`src/rtl/quadrature_velocity_counter.sv`:
```
// Multi-channel 4x quadrature decoder with a shared measurement window.
// Each channel accumulates signed, saturating edge counts that are published together at window end.
module quadrature_velocity_counter #(
    parameter int NUM_CH        = 2,
    parameter int COUNT_WIDTH   = 16,
    parameter int WINDOW_CYCLES = 1250000,
    parameter int SYNC_STAGES   = 2
) (
    input  logic                          clk_in,
    input  logic                          reset_in,
    input  logic [NUM_CH-1:0]             quad_a_in,
    input  logic [NUM_CH-1:0]             quad_b_in,
    input  logic                          error_clr_in,
    output logic [NUM_CH*COUNT_WIDTH-1:0] count_o,
    output logic                          count_valid_o,
    output logic [NUM_CH-1:0]             sat_o,
    output logic [NUM_CH-1:0]             error_o
);

    localparam int WIN_W = (WINDOW_CYCLES > 1) ? $clog2(WINDOW_CYCLES) : 1;
    localparam logic [WIN_W-1:0] WIN_LAST = WIN_W'(WINDOW_CYCLES - 1);
    localparam logic [WIN_W-1:0] WIN_ONE  = WIN_W'(1);

    localparam logic [COUNT_WIDTH-1:0] ACC_MAX = {1'b0, {(COUNT_WIDTH-1){1'b1}}};
    localparam logic [COUNT_WIDTH-1:0] ACC_MIN = {1'b1, {(COUNT_WIDTH-1){1'b0}}};
    localparam logic [COUNT_WIDTH:0]   SUM_ONE = (COUNT_WIDTH+1)'(1);

    // Position of a sampled {a,b} state along the forward Gray sequence 00,10,11,01.
    function automatic logic [1:0] phase(input logic [1:0] s);
        logic [1:0] p;
        case (s)
            2'b00:   p = 2'd0;
            2'b10:   p = 2'd1;
            2'b11:   p = 2'd2;
            default: p = 2'd3;
        endcase
        return p;
    endfunction

    logic [NUM_CH-1:0] sync_a [SYNC_STAGES];
    logic [NUM_CH-1:0] sync_b [SYNC_STAGES];
    logic [WIN_W-1:0]  win_cnt;
    logic              terminal;
    logic              prime;

    // Synchroniser chain is deliberately not reset so the decoder sees the true pin state
    // as soon as reset drops; the prime cycle then absorbs it without producing an edge.
    always_ff @(posedge clk_in) begin
        sync_a[0] <= quad_a_in;
        sync_b[0] <= quad_b_in;
        for (int i = 1; i < SYNC_STAGES; i++) begin
            sync_a[i] <= sync_a[i-1];
            sync_b[i] <= sync_b[i-1];
        end
    end

    assign terminal = (win_cnt == '0);

    always_ff @(posedge clk_in) begin
        if (reset_in) begin
            win_cnt       <= WIN_LAST;
            prime         <= 1'b1;
            count_valid_o <= 1'b0;
        end else begin
            prime         <= 1'b0;
            count_valid_o <= terminal;
            if (terminal) begin
                win_cnt <= WIN_LAST;
            end else begin
                win_cnt <= win_cnt - WIN_ONE;
            end
        end
    end

    for (genvar g = 0; g < NUM_CH; g++) begin : g_ch
        logic [1:0]             cur_s;
        logic [1:0]             prev_s;
        logic [1:0]             step;
        logic                   inc;
        logic                   dec;
        logic                   illegal;
        logic [COUNT_WIDTH-1:0] acc;
        logic [COUNT_WIDTH:0]   sum;
        logic [COUNT_WIDTH-1:0] next_val;
        logic                   clamp;
        logic                   win_sat;
        logic [COUNT_WIDTH-1:0] count_r;
        logic                   sat_r;
        logic                   err_r;

        assign cur_s   = {sync_a[SYNC_STAGES-1][g], sync_b[SYNC_STAGES-1][g]};
        assign step    = phase(cur_s) - phase(prev_s);
        assign inc     = !prime && (step == 2'd1);
        assign dec     = !prime && (step == 2'd3);
        assign illegal = !prime && (step == 2'd2);

        // One extra bit catches overflow: sign bits disagree exactly when the result left range.
        always_comb begin
            sum = {acc[COUNT_WIDTH-1], acc};
            if (inc) begin
                sum = sum + SUM_ONE;
            end else if (dec) begin
                sum = sum - SUM_ONE;
            end
            clamp    = 1'b0;
            next_val = sum[COUNT_WIDTH-1:0];
            if (!sum[COUNT_WIDTH] && sum[COUNT_WIDTH-1]) begin
                clamp    = 1'b1;
                next_val = ACC_MAX;
            end else if (sum[COUNT_WIDTH] && !sum[COUNT_WIDTH-1]) begin
                clamp    = 1'b1;
                next_val = ACC_MIN;
            end
        end

        always_ff @(posedge clk_in) begin
            prev_s <= cur_s;
            if (reset_in) begin
                acc     <= '0;
                win_sat <= 1'b0;
                count_r <= '0;
                sat_r   <= 1'b0;
                err_r   <= 1'b0;
            end else begin
                if (terminal) begin
                    count_r <= next_val;
                    sat_r   <= win_sat | clamp;
                    acc     <= '0;
                    win_sat <= 1'b0;
                end else begin
                    acc     <= next_val;
                    win_sat <= win_sat | clamp;
                end
                if (illegal) begin
                    err_r <= 1'b1;
                end else if (error_clr_in) begin
                    err_r <= 1'b0;
                end
            end
        end

        assign count_o[g*COUNT_WIDTH +: COUNT_WIDTH] = count_r;
        assign sat_o[g]   = sat_r;
        assign error_o[g] = err_r;
    end

endmodule
```
`config.mk`:
```
export PLATFORM = sky130hd
export DESIGN_NAME = quadrature_velocity_counter
export DESIGN_NICKNAME = d
export VERILOG_FILES = /design/src/rtl/quadrature_velocity_counter.sv
export SDC_FILE = /design/constraint.sdc
export NUM_CORES = 1
export LEC_CHECK = 0
export BUFFER_PORTS_ARGS = -buffer_cell sky130_fd_sc_hd__buf_2
export CAP_MARGIN = 10
export CELL_PAD_IN_SITES_DETAIL_PLACEMENT = 1
export CELL_PAD_IN_SITES_GLOBAL_PLACEMENT = 2
export CORE_MARGIN = 2
export CORE_UTILIZATION = 39
export DETAILED_ROUTE_END_ITERATION = 10
export PLACE_DENSITY = 0.85
export RECOVER_POWER = 25
export SETUP_SLACK_MARGIN = 0.05
export SYNTH_ARGS = -nofsm -noshare
export SYNTH_HDL_FRONTEND = slang
export SYNTH_SLANG_ARGS = --single-unit
```
`constraint.sdc`:
```
create_clock -name clk_in -period 7.8 [get_ports clk_in]
set_input_delay 1.56 -clock clk_in [delete_from_list [all_inputs] [get_ports clk_in]]
set_output_delay 1.56 -clock clk_in [all_outputs]
set_load 0.02 [all_outputs]
```
== Word-level counts from Yosys, hierarchy flattened ==
Memories as Yosys holds them, arrays and structs flattened.
Cells that the tools add are included.

* Flip-flop bits (word level): 97
* Bits in writable memories: 8
* Bits of input ports: 7
* Output and inout port bits: 37
* Memories: 2

{| class="wikitable"
|+ Memory list
! memory !! depth !! width !! read ports !! clocked after memory_dff !! wr ports !! RTL line !! source
|-
| sync_a || 2 || 2 || 2 || 0 || 2 || 40 || <nowiki>logic [NUM_CH-1:0] sync_a [SYNC_STAGES];</nowiki>
|-
| sync_b || 2 || 2 || 2 || 0 || 2 || 41 || <nowiki>logic [NUM_CH-1:0] sync_b [SYNC_STAGES];</nowiki>
|}

* Add/sub/neg operators: 7
* Equality and inequality tests: 14
* Mux-type cells: 20
* Bitwise operators: 2
* Reduce and logical (&&, ||, !) cells: 23

{| class="wikitable"
|+ Operator list
! kind !! number
|-
| $mux W17 || 4
|-
| $mux W16 || 4
|-
| $add A16 B2 Y17 const B || 2
|-
| $sub A16 B2 Y17 const B || 2
|-
| $eq A2 B2 Y1 const B || 12
|-
| $pmux W2 S3 || 4
|-
| $logic_not A21 Y1 || 1
|-
| $sub A21 B1 Y21 const B || 1
|-
| $logic_and A1 B1 Y1 || 10
|-
| $logic_not A2 Y1 || 4
|-
| $mux W1 || 8
|-
| $logic_not A1 Y1 || 5
|-
| $eq A2 B1 Y1 const B || 2
|-
| $reduce_bool A2 Y1 || 2
|-
| $sub A2 B2 Y2 || 2
|-
| $or A1 B1 Y1 || 2
|-
| $reduce_or A2 Y1 || 1
|}

== Logic depth before layout (Yosys ltp) ==
* Word-level depth: 12
* Depth in mapped cells: 18
* Gate-level depth less buffers: 16

== Worst setup path before layout ==
Ideal clock, no wire load.

* Kind: register to register
* Start point: memory sync_a[1][0], in the netlist sync_a[0][2]
* End point: register g_ch[0].count_r[5]
* Arrival time: 3.461 ns
* Data required time: 7.667 ns
* Setup slack: 4.206 ns
* Stages on the path, launching flop included: 17
* Path buffers: 2
* Path through: dfxtp_1 -> inv_1 -> ha_1 -> ha_1 -> or4_4 -> nand2b_4 -> nor4_1 -> a31oi_1 -> a21oi_1 -> xor2_1 -> ha_1 -> clkbuf_1 -> inv_1 -> clkbuf_1 -> o21ai_0 -> a211oi_1 -> a21oi_1

{| class="wikitable"
|+ RTL lines
! what !! RTL line !! source
|-
| start: declaration || 40 ||
|-
| end signal: assignment || 126 || <nowiki>count_r <= next_val;</nowiki>
|-
| end: declaration || 87 || <nowiki>logic [COUNT_WIDTH-1:0] count_r;</nowiki>
|}

== Worst setup path after layout ==
* Start point: register g_ch[1].prev_s[1]
* End point: register g_ch[1].count_r[5]

* Cells in the longest elaborated chain, start to end: 11
* Elaborated cells between the ends (all ways): 17

{| class="wikitable"
|+ RTL lines
! what !! RTL line !! source
|-
| start: declaration || 77 || <nowiki>logic [1:0] prev_s;</nowiki>
|-
| start signal: assignment || 117 || <nowiki>prev_s <= cur_s;</nowiki>
|-
| $eq A2 B2 Y1 / $logic_not A2 Y1 (equally long branches) || 31 || <nowiki>case (s)</nowiki>
|-
| $pmux W2 S3 (*) || 31 ||
|-
| $sub A2 B2 Y2 (*) || 92 || <nowiki>assign step = phase(cur_s) - phase(prev_s);</nowiki>
|-
| $eq A2 B2 Y1 || 94 || <nowiki>assign dec = !prime && (step == 2'd3);</nowiki>
|-
| $logic_and A1 B1 Y1 || 94 ||
|-
| $mux W17 || 102 || <nowiki>end else if (dec) begin</nowiki>
|-
| $mux W17 (*) || 100 || <nowiki>if (inc) begin</nowiki>
|-
| $logic_not A1 Y1 || 110 || <nowiki>end else if (sum[COUNT_WIDTH] && !sum[COUNT_WIDTH-1]) begin</nowiki>
|-
| $logic_and A1 B1 Y1 || 110 ||
|-
| $mux W16 || 110 ||
|-
| $mux W16 (*) || 107 || <nowiki>if (!sum[COUNT_WIDTH] && sum[COUNT_WIDTH-1]) begin</nowiki>
|-
| end signal: assignment || 126 ||
|-
| end: declaration || 87 ||
|}

Every way passes the cells marked *; elsewhere a longest branch is shown, timed or not.
A chain may end at the register's enable or synchronous reset.

==> metrics.txt <==
Fill cells 1544; ANT cells 0; met3 Use GR 0.0431; Worst setup EP type flip-flop; CTS sink cnt around 110; EDFF count, synth 0; grt peak-use layer met2; cell count of the worst reg-to-reg path 13; max incr delay on CP 680 ps; Final Net Count around 650; Leakage Power about 2.2 nW; slowest CP cell xor3_1; R2R Setup Slk 3440 ps; status completed; met1 Use GR 0.272; Slew @ Worst Pin approximately 940 ps; RSZ-0062 raised after global routing no; share of post-route cells with drive strength above 1 0.0938; f_max 229 MHz; htree depth 3; CTS tree done; Total GRT Usage 0.205; Clock Pin Slew Worst Setup and Hold Paths 70 ps; Clock Tree Buf Depth 2; crit-path cells inv_1 -> ha_1 -> inv_1 -> ha_1 -> xor3_1 -> or4_1 -> o21ai_0 -> xnor2_1 -> ha_1 -> inv_1 -> a31o_2 -> a311oi_1 -> a21oi_1; CTS Hold Bufs 0; Period Utilization, post-route 0.559; Final Skew 10.6 ps; setup TNS 0 ps; count of state elements after synthesis between 100 and 150; final worst path period need 4360 ps; max_slew headroom 0.371; Util after Layout 0.437; CORE AREA 0.0131 mm2; synth unique cells 55; Reg-to-Reg Start g_ch[1].prev_s[1]; post-route ant nets 0; worst vdd rail ir drop 0.146 mV; remaining routing DRC violations 0; clk root buf clkbuf_16; number of buffers created by CTS 9; Hold Path Depth 0; worst hold-check path type flip-flop to flip-flop; Worst Setup EP g_ch[1].count_r[5]; first drt pass iteration count 6; Die Area 0.0142 mm2; routed wire length per instance around 17 um; PostCTS Resize Cnt 0; CP Data Arrival Time around 4600 ps; Synth Warn # 0; global-route wire length before repair ~23000 um; R2R Path End g_ch[1].count_r[5]; PD cells about 340 mW/mm2; HPWL after DPL 10000 um; Synth Cell Area between 0.005 and 0.006 mm2; setup bufs post-CTS 0; ys async rst share 0; worst endpoint required time 8010 ps; Layout area overhead 10.6%; # IOs 44; Final Hold Viols 0; Max Cap Violations 0; critical path peak fanout 15; Starting DRT DRC Count 248; Gate Count Post-Synth roughly 600; syn_nets about 630; number of global-route vias before repair 4593; largest net degree at the start of global routing 46; Startpoint Class flip-flop; met2 Track Usage GR 0.339; DIE HEIGHT 119 um; vias per inst between 5 and 6; Final Wtd Congestion 0.861; Detailed Route WL 13800 um; port buffer count 43; crit path from g_ch[1].prev_s[1]; max-slew violation total from the final report 0; ys flop type dfxtp_1; syn_area_per_cell between 8 and 9 um2; setup violators final 0; antenna violations before repair 0; die width roughly 120 um; GRT overflow 0; Setup CP Type flip-flop to flip-flop; vias 4451; Seq/Total Area, Yosys 0.406; num rows 42; clk_lat worst skew 360 ps; Initial Utilization 0.395
final cells by class:
type	instances	area [um2]	area share
Tap cell	176	220	0.0385
Sequential cell	105	2100	0.367
Clock inverter	6	51.3	0.00897
Multi-Input combinational cell	444	2830	0.495
Inverter	19	71.3	0.0125
Timing Repair Buffer	45	204	0.0356
Clock buffer	10	239	0.0418
power breakdown:
| part | total, W | internal, W | switching, W | leakage [nW] |
|---|---|---|---|---|
| sequential | 0.000743 | 0.000622 | 0.000121 | 0.857 |
| combinational | 0.000742 | 0.000281 | 0.000461 | 1.21 |
| clock | 0.000447 | 0.000229 | 0.000217 | 0.140 |
how the worst min path moves through the flow:
| stage | from | end | slack (ps) |
|---|---|---|---|
| after floorplan | sync_a[0][0] | sync_a[0][2] | 310 |
| after global placement | sync_a[0][0] | sync_a[0][2] | 320 |
| after detailed placement | sync_b[0][0] | sync_b[0][2] | 320 |
| after CTS | sync_b[0][1] | sync_b[0][3] | 340 |
| after global routing | sync_a[0][0] | sync_a[0][2] | 340 |
| final | sync_b[0][1] | sync_b[0][3] | 340 |
placed cells by master, fill, tap and decap left out, types with 10 or more instances in the layout:
cell,netlist,routed
dfxtp_1,105,105
nor2_1,74,74
a21oi_1,57,57
o21ai_0,39,39
nand2_1,37,37
buf_2,9,22
nor3_1,21,21
ha_1,21,21
clkbuf_1,18,21
xnor2_1,20,20
inv_1,19,19
nor4_1,17,17
or3_1,15,15
mux2i_1,14,14
a211oi_1,13,13
nand3_1,12,12
nand4_1,11,11
nor2b_1,10,10
cells by family after synthesis:
family,after synthesis,synth area share
simple gates,247,0.260
compound gates,128,0.141
flops,105,0.406
buf+inv,54,0.0457
xor+xnor,33,0.0670
fa+ha+maj,21,0.0508
mux,15,0.0293
flip-flops by register name, summed over array words and instances, names as in the netlist, 4 cells and up:
name,flops
win_cnt,21
sync_a,4
g_ch.prev_s,4
sync_b,4
g_ch.count_r,32
g_ch.acc,32
stage by stage:
step           hold WS [ps]  cells  setup WS, ps  power [W]  instance area (um2)
2_1_floorplan           310    603          4210    0.00127                 5170
3_3_place_gp            320    789          3740    0.00146                 5460
3_5_place_dp            316    789          3480    0.00149                 5460
4_1_cts                 338    805          3460    0.00194                 5750
5_1_grt                 345    805          3130    0.00208                 5720
6_report                335    805          3440    0.00193                 5720
worst max-delay path, delay by kind of cell (launching register included):
family / cells / cell delay, ps
simple gates: 1 / 580
xor+xnor: 2 / 880
buf+inv: 3 / 410
fa+ha+maj: 3 / 900
compound gates: 4 / 1090
flops: 1 / 330
routing by layer:
metal / up-vias / share of wire
met5: - / 0
met4: 0 / 0.011
met3: 10 / 0.037
met2: 79 / 0.47
met1: 2193 / 0.48
li1: 2169 / -
Yosys cell counts, types with 7 or more instances:
library cell    n  area share
a21oi_1        57       0.055
nor4_1         17       0.021
clkbuf_1       18       0.013
o21ai_0        39       0.038
inv_1          19       0.014
buf_2           9      0.0087
mux2i_1        14       0.027
xnor2_1        20       0.034
ha_1           21       0.051
or3_1          15       0.018
nor2b_1        10       0.012
nor3_1         21       0.020
a31oi_1         8      0.0097
and3_1          7      0.0085
xor2_1          9       0.015
a211oi_1       13       0.019
nand4_1        11       0.013
nand2_1        37       0.027
nor2_1         74       0.054
dfxtp_1       105        0.41
nand3_1        12       0.012
(Power assumes the default switching activity.)
